==> src/rtl/sum_of_squares_seq.sv <==
// Sequential sum of squares: latches (x, y) on start and computes x*x + y*y
// with a single shift-add accumulator, one multiplier bit per clock.
module sum_of_squares_seq #(
    parameter int WIDTH = 8
) (
    input  logic                 clk,
    input  logic                 rst_n,
    input  logic [WIDTH-1:0]     x,
    input  logic [WIDTH-1:0]     y,
    input  logic                 start,
    output logic                 busy,
    output logic                 done,
    output logic [2*WIDTH:0]     sum_sq
);

    localparam int OUT_W = 2 * WIDTH + 1;
    localparam int CNT_W = (WIDTH > 1) ? $clog2(WIDTH) : 1;

    typedef enum logic [1:0] {
        IDLE  = 2'd0,
        MUL_X = 2'd1,
        MUL_Y = 2'd2,
        DONE  = 2'd3
    } state_t;

    state_t             state;
    state_t             next_state;
    logic [WIDTH-1:0]   xa;
    logic [WIDTH-1:0]   ya;
    logic [OUT_W-1:0]   acc;
    logic [CNT_W-1:0]   cnt;

    logic [WIDTH-1:0]   mul_op;
    logic [OUT_W-1:0]   addend;
    logic [OUT_W-1:0]   acc_next;
    logic               last_bit;

    // The same operand feeds both multiplicand and multiplier, so one shifted copy suffices.
    assign mul_op   = (state == MUL_X) ? xa : ya;
    assign addend   = mul_op[cnt] ? (OUT_W'(mul_op) << cnt) : '0;
    assign acc_next = acc + addend;
    assign last_bit = (cnt == CNT_W'(WIDTH - 1));

    assign busy = (state != IDLE);
    assign done = (state == DONE);

    always_ff @(posedge clk or negedge rst_n) begin
        if (!rst_n) begin
            state <= IDLE;
        end else begin
            state <= next_state;
        end
    end

    always_comb begin
        next_state = state;
        case (state)
            IDLE:    if (start) next_state = MUL_X;
            MUL_X:   if (last_bit) next_state = MUL_Y;
            MUL_Y:   if (last_bit) next_state = DONE;
            DONE:    next_state = IDLE;
            default: next_state = IDLE;
        endcase
    end

    always_ff @(posedge clk or negedge rst_n) begin
        if (!rst_n) begin
            xa     <= '0;
            ya     <= '0;
            acc    <= '0;
            cnt    <= '0;
            sum_sq <= '0;
        end else begin
            case (state)
                IDLE: begin
                    if (start) begin
                        xa  <= x;
                        ya  <= y;
                        acc <= '0;
                        cnt <= '0;
                    end
                end
                MUL_X: begin
                    acc <= acc_next;
                    cnt <= last_bit ? '0 : cnt + 1'b1;
                end
                MUL_Y: begin
                    acc <= acc_next;
                    cnt <= last_bit ? '0 : cnt + 1'b1;
                    if (last_bit) begin
                        sum_sq <= acc_next;
                    end
                end
                default: ;
            endcase
        end
    end

endmodule
==> config.mk <==
export PLATFORM = sky130hd
export DESIGN_NAME = sum_of_squares_seq
export DESIGN_NICKNAME = d
export VERILOG_FILES = /design/src/rtl/sum_of_squares_seq.sv
export SDC_FILE = /design/constraint.sdc
export NUM_CORES = 1
export LEC_CHECK = 0
export CORE_MARGIN = 8
export CORE_UTILIZATION = 40
export CTS_CLUSTER_DIAMETER = 80
export DETAILED_ROUTE_END_ITERATION = 10
export PLACE_DENSITY = 0.64
export SYNTH_ARGS = -nofsm -noshare
export SYNTH_HDL_FRONTEND = slang
export SYNTH_SLANG_ARGS = --single-unit
==> constraint.sdc <==
create_clock -name clk -period 4.6 [get_ports clk]
set_input_delay 0.92 -clock clk [delete_from_list [all_inputs] [get_ports clk]]
set_output_delay 0.92 -clock clk [all_outputs]
set_load 0.03 [all_outputs]
# Word level (Yosys, flattened, before mapping)
# Index checks and enable logic that the tools add are counted.
# Widths: inputs -> output; s select.
op_classes:
  add_sub_neg: 2
  multipliers: 0
  div_mod_pow: 0
  order_cmp: 1
  eq_ne: 7
  shifts: 1
  mux: 13
  bitwise: 0
  n_reduce_logical: 8
ops:
  columns: ["op", "count"]
  rows:
  - ["$mux 17", 2]
  - ["$pmux 17 s2", 1]
  - ["$add 17x17->17", 1]
  - ["$shl 8x3->17", 1]
  - ["$mux 8", 1]
  - ["$pmux 2 s4", 1]
  - ["$mux 2", 3]
  - ["$mux 3", 2]
  - ["$ne 2x2->1 const B", 3]
  - ["$pmux 3 s2", 1]
  - ["$reduce_and 2->1", 3]
  - ["$eq 2x2->1 const B", 2]
  - ["$lt 3x4->1 const B", 1]
  - ["$reduce_bool 2->1", 2]
  - ["$add 3x1->3 const B", 1]
  - ["$bmux 1 s3", 1]
  - ["$eq 3x3->1 const B", 1]
  - ["$reduce_and 3->1", 1]
  - ["$eq 2x1->1 const B", 1]
  - ["$logic_not 2->1", 1]
  - ["$reduce_or 2->1", 1]
  - ["$mux 1", 1]
totals:
  ff_bits: 55
  latchBits: 0
  ram_bits: 0
  mem_bits_ro: 0
  inputBits: 19
  out_inout_bits: 19
  wordCells: 38
  n_memories: 0

# Logic depth before layout (Yosys ltp)
# Gate-level depths: netlist of the first run.
depth:
  word_depth: 7
  ltp_mapped: 16
  mapped_depth_nobuf: 13

# Least setup slack after synthesis of the first run
# Ideal clock, no wire load.
synth_path:
  path_kind: "register to register"
  startpoint: "register state[1]"
  endpoint: "register acc[11]"
  setup_ns: 0.122
  arrival_ns: 3.504
  required_ns: 4.478
  setup_slack_ns: 0.974
  stages_incl_launch_ff: 17
  path_buffers: 3
  synth_period_minus_slack_ns: 3.626
  cell_sequence: "dfrtp_1 -> inv_1 -> ha_1 -> buf_2 -> buf_2 -> mux4_2 -> mux2i_1 -> nor2_1 -> a21oi_1 -> nor2_1 -> ha_1 -> clkbuf_1 -> nand4_1 -> nor2_1 -> or2_2 -> or3_1 -> a32o_1"
synth_between:
  elab_chain_len: 7
  elab_cells_between_ends: 14
  cone_classes: "add/sub: 1; eq/ne: 3; shift: 1; mux: 5; reduce/logical: 4"
synth_rtl:
  columns: ["item", "line_no", "source"]
  rows:
  - ["start, declared", "26", "state_t state;"]
  - ["start signal, assigned", "51", "state <= next_state;"]
  - ["$eq 2x1->1", "39, 74", null]
  - ["$mux 8", "39", "assign mul_op = (state == MUL_X) ? xa : ya;"]
  - ["$bmux 1 s3", "40", "assign addend = mul_op[cnt] ? (OUT_W'(mul_op) << cnt) : '0;"]
  - ["$mux 1 (implied by the code)", "40", null]
  - ["$mux 17", "40", null]
  - ["$add 17x17->17", "41", "assign acc_next = acc + addend;"]
  - ["$pmux 17 s2", "74", "case (state)"]
  - ["end signal, assigned", "84", "acc <= acc_next;"]
  - ["end signal, assigned", "88", "acc <= acc_next;"]
  - ["end, declared", "30", "logic [OUT_W-1:0] acc;"]
# Parallel ways exist; a longest one is shown, timed or not. The select of a mux whose other input is x is not followed.
# A chain may end at the register's enable or synchronous reset.

# Final worst setup path of the first run
# Same ends and word-level chain as after synthesis.

==> results of run 1 <==
## worst register-to-register path, cell delays in order, from the launching register on
cell,delay [ps]
dfrtp_1,430
inv_1,90
ha_1,550
mux4_2,430
nand2_1,80
o21ai_0,80
a21oi_1,470
nor2_1,140
ha_1,400
a21oi_1,280
o21ai_0,160
or2_2,300
or3_1,370
a32o_1,270
## sequential cells by signal, indices dropped and copies added (netlist names)
name / flops
acc: 17
xa: 8
sum_sq: 17
state: 2
ya: 8
cnt: 3
## layout by cell type, fill, tap and decap left out, types with 7 or more instances in the layout
master / instances
dfrtp_1: 55
clkdlybuf4s50_1: 36
nand2_1: 34
mux2_2: 26
nor2_1: 22
a21oi_1: 21
ha_1: 21
o21ai_0: 19
mux4_2: 11
a21o_1: 11
a22o_1: 10
mux2i_1: 8
and2_1: 8
inv_1: 7
nand4_1: 7
## layer usage
metal / vias to the layer above / GRT usage, % / routed length (um)
met5: - / 0 / 0
met4: 0 / 4.47 / 176
met3: 18 / 2.98 / 293
met2: 64 / 24.5 / 4420
met1: 1435 / 16.5 / 3900
li1: 1407 / - / -
## power groups by stage
stage	clock network, W	logic, W	registers [W]
after floorplan	0	0.00162	0.000860
after global placement	0	0.00209	0.000880
final	0.000348	0.00211	0.000876
after CTS	0.000356	0.00213	0.000879
after global routing	0.000369	0.00231	0.000908
after detailed placement	0	0.00211	0.000891
## cell families after synthesis
kind of cell,after synthesis,synth area share [%]
mux,45,16.9
compound gates,101,19.2
simple gates,104,14.1
fa+ha+maj,22,7.71
xor+xnor,6,1.43
flops,55,37.5
buf+inv,29,3.10
## metrics by stage
step	instances	cell area, um^2
floorplan	362	3670
global placement	491	4110
detailed placement	491	4110
CTS	499	4220
global route	499	4220
finish	499	4220
## synth_stat cells, drive strengths merged (3+ instances only)
cell type / count
a31o: 5
a211oi: 4
nor2b: 4
a21o: 11
a22o: 10
or3: 6
buf: 4
nand2: 34
o21a: 3
nor2: 22
xnor2: 4
nand4: 8
dfrtp: 55
a21oi: 22
a22oi: 5
a32o: 5
nand2b: 3
nor3: 3
nand3: 6
mux2: 26
o21ai: 19
and2: 8
mux4: 11
ha: 21
inv: 7
clkbuf: 18
mux2i: 8
## layout make-up
class,instances,area (um^2),share of cell area (%)
Clock inverter,2,35.0,0.829
Timing Repair Buffer,40,388,9.18
Sequential cell,55,1380,32.6
Clock buffer,6,82.6,1.95
Inverter,7,26.3,0.622
Tap cell,111,139,3.29
Multi-Input combinational cell,278,2180,51.5
## path summary, 6_finish.rpt
kind                         endpoint  slack, ps  startpoint
max                           acc[11]        480    state[1]
min                         sum_sq[0]        480   sum_sq[0]
max reg2reg                   acc[11]        480    state[1]
min reg2reg                 sum_sq[0]        480   sum_sq[0]
max in group asynchronous       xa[0]       3380       rst_n
min in group asynchronous  sum_sq[16]        740       rst_n
==> reports/summary.txt, run 1 <==
outcome: finished, final reports clean
Clk Latency, worst-skew pair: 320 ps
post-layout min period: 4120 ps
Synth Flop Type: dfrtp_1
Post-synth EDFFs: 0
hold depth: 2
Flop pwr share: 26.3%
DRT Wirelength: 8.80 mm
Area contributors post-synth: dfrtp_1, mux2_2, ha_1, mux4_2, nand2_1
pin count of the biggest net entering global routing: 56
Hold WS: 483 ps
Seq cells post-synth: 55
die width: 112 um
diodes inserted: 0
Setup-failing EPs final: 0
worst min path class: flop to flop
CP max stage cell: ha_1
CP max FO: 12
setup TNS: 0 ps
PostCTS Resize Cnt: 0
antenna violations before repair: 0
number of setup buffers added after CTS: 0
RSZ-0062 raised after global routing: false
P_int: 0.00181 W
clk buf depth: 2
Die H: 112 um
Filler Cell Count: 867
Synth Net Count: 403
CTS Sinks: 55
Switching Share: 45.7%
vias: 2,924
Clock Pin Slew Worst Setup and Hold Paths: 100 ps
CTS root buffer: clkbuf_8
Comb pwr share: 63.3%
worst path cell trace: inv_1, ha_1, mux4_2, nand2_1, o21ai_0, a21oi_1, nor2_1, ha_1, a21oi_1, o21ai_0, or2_2, or3_1, a32o_1
Final Wtd Congestion: 0.894
crit path buf inv count: 1
Max-Cap Viols: 0
fin crit share: 89.6%
CP required: 4820 ps
Die Area: 0.0125 mm^2
Mapped Area: 0.00367 mm^2
NetSw: 0.00152 W
# port buffers: 37
DRC Markers: 0
Core Region: 0.00906 mm^2
Peak supply drop: 0.400 mV
Top delay family on crit path: compound AO/OA/AOI/OAI gates
clock group share of total power: 10.4%
fin. max-slew vios: 0
Syn. warnings: 0
# nets final: 428
top cell type's share of synthesized area: 37.5%
vias per cell: 5.86
pwr/cell area: 790 mW/mm^2
H-tree Lvls: 2
Seq/Total Area, Yosys: 37.5%
area leader, netlist: dfrtp_1
I/O Pins: 38
Crit. End Element: flop
startpoint types: flop
fin worst setup slack: 478 ps
final hold vios: 0
async set-reset flop share out of synthesis: 100%
Total Power: 0.00334 W
DRT Pass-1 Iters: 4
first-pass GRT wire length: 14.4 mm
Worst path max stage delay: 540 ps
first-iteration detailed-routing DRC count: 121
Setup WS pre-CTS: 503 ps
Worst slew margin: 48.0%
Max Clock Freq: 243 MHz
Wirelength per Cell: 17.6 um
critical path data arrival time: 4340 ps
vias in the first global route: 2,987
layout cell share with drive strength beyond 1: 14.9%
cell count after synthesis: 362
CTS Buf Count: 5
FF-to-FF path depth: 13
WP depth: 13
CTS tree: yes
initial core utilization: 40.5%
Yosys cell types: 50
Fin Clk Skew: 13.0 ps
Tot GR Track Use: 13.9%
gr ovfl total: 0
Layout area overhead: 15.2%
final antenna-violating net count: 0
cts hold-fix bufs: 0
critical path class: flop to flop
Post-DP HPWL: 6.59 mm
syn avg cell area: 10.1 um^2
Least-Margin Pin Slew: 780 ps
Finished Core Util: 46.6%
row count: 35
Leakage: 1.87 nW
Note: power is estimated with default switching activity, not from simulation.
==> run 2: changes to the inputs <==
--- a/config.mk
+++ b/config.mk
@@ -9,6 +9,7 @@
 export CORE_UTILIZATION = 40
 export CTS_CLUSTER_DIAMETER = 80
 export DETAILED_ROUTE_END_ITERATION = 10
+export GPL_TIMING_DRIVEN = 0
 export PLACE_DENSITY = 0.64
 export SYNTH_ARGS = -nofsm -noshare
 export SYNTH_HDL_FRONTEND = slang
==> run 2 against run 1 <==
Net effect:
- setup slack lost 69 ps
- clock skew shrank 2.4 ps
- sequential power shrank 5.6%
- combinational power grew 5%
- utilization grew 0.75 points
- critical path depth grew 2
- clock power shrank 15%
- non-clock buffer count grew 20
- worst hold slack gained 6.1 ps
- cell count grew 4.0%
- fmax shrank 1.7%
- die area is the same
==> reports/summary.txt, run 2 (synthesis gave the netlist of run 1 again) <==
cts hold-fix bufs: 0 (unchanged)
vias in the first global route: 3,145 (was 2,987)
DRT Wirelength: 8.91 mm (was 8.80 mm)
RSZ-0062 raised after global routing: false (unchanged)
Finished Core Util: 47.3% (was 46.6%)
Total Power: 0.00334 W (about the same)
PostCTS Resize Cnt: 0 (unchanged)
# nets final: 448 (was 428)
initial core utilization: 40.5% (unchanged)
layout cell share with drive strength beyond 1: 14.5% (was 14.9%)
Comb pwr share: 66.4% (was 63.3%)
worst min path class: flop to flop (unchanged)
CP max stage cell: dfrtp_1 (was ha_1)
Die Area: 0.0125 mm^2 (unchanged)
Post-DP HPWL: 7.03 mm (was 6.59 mm)
GR Layer Usage met1: 18.5% (was 16.5%)
worst path cell trace: inv_1, ha_1, buf_2, buf_2, mux4_2, mux2i_1, nor2_1, a21oi_1, nor2_1, ha_1, clkbuf_1, nand4_1, a2111o_1, and3_1, a311o_1 (was inv_1, ha_1, mux4_2, nand2_1, o21ai_0, a21oi_1, nor2_1, ha_1, a21oi_1, o21ai_0, or2_2, or3_1, a32o_1)
Setup-failing EPs final: 0 (unchanged)
final hold vios: 0 (unchanged)
Die H: 112 um (unchanged)
commonest cells after routing, fill and taps aside: dfrtp_1, clkdlybuf4s50_1, nand2_1, mux2_2, nor2_1 (unchanged)
vias per cell: 5.83 (was 5.86)
CTS root buffer: clkbuf_8 (unchanged)
Core Region: 0.00906 mm^2 (unchanged)
Final Wtd Congestion: 0.901 (was 0.894)
Clk Latency, worst-skew pair: 310 ps (was 320 ps)
die width: 112 um (unchanged)
diodes inserted: 0 (unchanged)
placed cell areas: 0.00419 mm^2 (was 0.00411 mm^2)
met3 Use GR: 3.19% (was 2.98%)
pwr/cell area: 778 mW/mm^2 (was 790 mW/mm^2)
DRT Pass-1 Iters: 4 (unchanged)
row count: 35 (unchanged)
P_int: 0.00178 W (was 0.00181 W)
Switching Share: 46.7% (was 45.7%)
NetSw: 0.00156 W (was 0.00152 W)
clk buf depth: 2 (unchanged)
Worst slew margin: 54.9% (was 48.0%)
Max Clock Freq: 239 MHz (was 243 MHz)
# port buffers: 37 (unchanged)
pin count of the biggest net entering global routing: 32 (was 56)
Leakage: 1.90 nW (was 1.87 nW)
setup TNS: 0 ps (unchanged)
Peak supply drop: 0.400 mV (about the same)
Tot GR Track Use: 14.8% (was 13.9%)
DRC Markers: 0 (unchanged)
clock group share of total power: 8.8% (was 10.4%)
Fin Clk Skew: 10.6 ps (was 13.0 ps)
antenna violations before repair: 0 (unchanged)
Least-Margin Pin Slew: 677 ps (was 780 ps)
critical path class: flop to flop (unchanged)
critical path data arrival time: 4400 ps (was 4340 ps)
final antenna-violating net count: 0 (unchanged)
outcome: finished, final reports clean (unchanged)
GR peak layer: met2 (unchanged)
number of setup buffers added after CTS: 0 (unchanged)
H-tree Lvls: 2 (unchanged)
Layout area overhead: 17.0% (was 15.2%)
Top Registers: acc x17, sum_sq x17 (unchanged)
first-pass GRT wire length: 15.4 mm (was 14.4 mm)
fin crit share: 91.1% (was 89.6%)
final instance area: 0.00429 mm^2 (was 0.00422 mm^2)
CTS Buf Count: 5 (unchanged)
first-iteration detailed-routing DRC count: 120 (was 121)
I/O Pins: 38 (unchanged)
Worst path max stage delay: 420 ps (was 540 ps)
startpoint types: flop (unchanged)
fin. max-slew vios: 0 (unchanged)
met2 Usage GRT: 25.2% (was 24.5%)
Hold WS: 489 ps (was 483 ps)
CP required: 4810 ps (was 4820 ps)
Clock Pin Slew Worst Setup and Hold Paths: 100 ps (about the same)
CTS Sinks: 55 (unchanged)
post-layout min period: 4190 ps (was 4120 ps)
Max-Cap Viols: 0 (unchanged)
Crit. End Element: flop (unchanged)
vias: 3,027 (was 2,924)
gr ovfl total: 0 (unchanged)
most common cell after layout, fill and taps aside: dfrtp_1 (unchanged)
CP max FO: 10 (was 12)
Filler Cell Count: 854 (was 867)
Wirelength per Cell: 17.2 um (was 17.6 um)
Flop pwr share: 24.8% (was 26.3%)
CTS tree: yes (unchanged)
run 2: per-stage QoR:
step | worst slack (ps) | cells
2_1_floorplan | 974 | 362
3_3_place_gp | 510 | 510
3_5_place_dp | 432 | 511
4_1_cts | 405 | 519
5_1_grt | 54.0 | 519
6_report | 408 | 519
run 2: worst paths after layout:
path,start,slack (ps),depth (start not counted),to
worst max-delay path,state[1],410,15,acc[15]
worst min-delay path,sum_sq[13],490,2,sum_sq[13]
worst max register to register,state[1],410,15,acc[15]
worst min register to register,sum_sq[13],490,2,sum_sq[13]
max in group asynchronous,rst_n,3430,2,xa[5]
min in group asynchronous,rst_n,590,1,acc[15]
run 2: power by group through the flow:
stage	combinational, W	sequential, W	clock, W
floorplan	0.00162	0.000860	0
global placement	0.00218	0.000825	0
detailed placement	0.00221	0.000839	0
CTS	0.00223	0.000828	0.000304
global route	0.00247	0.000856	0.000320
finish	0.00222	0.000827	0.000295
run 2: critical path, delay by kind of cell, from the launching register on:
kind	cells	cell delay (ps)
and+or+nand+nor	4	620
buffers and inverters	4	870
adders and majority gates	2	450
DFF	1	420
muxes	2	530
AOI/OAI and AO/OA	3	1160
run 2: final cells by class:
class	count	area (um^2)	share of cell area, %
sequential	55	1380	32.1
buffer	22	87.6	2.04
clock buffer	8	100	2.33
tap	111	139	3.24
inverter	7	26.3	0.612
multi-input combinational	278	2180	50.7
timing repair buffer	38	385	8.98
run 2: metal layers:
layer / up-vias / share of wire [%]
met3: 13 / 5.3
li1: 1447 / -
met4: 0 / 1.7
met1: 1478 / 44
met2: 89 / 49
met5: - / 0
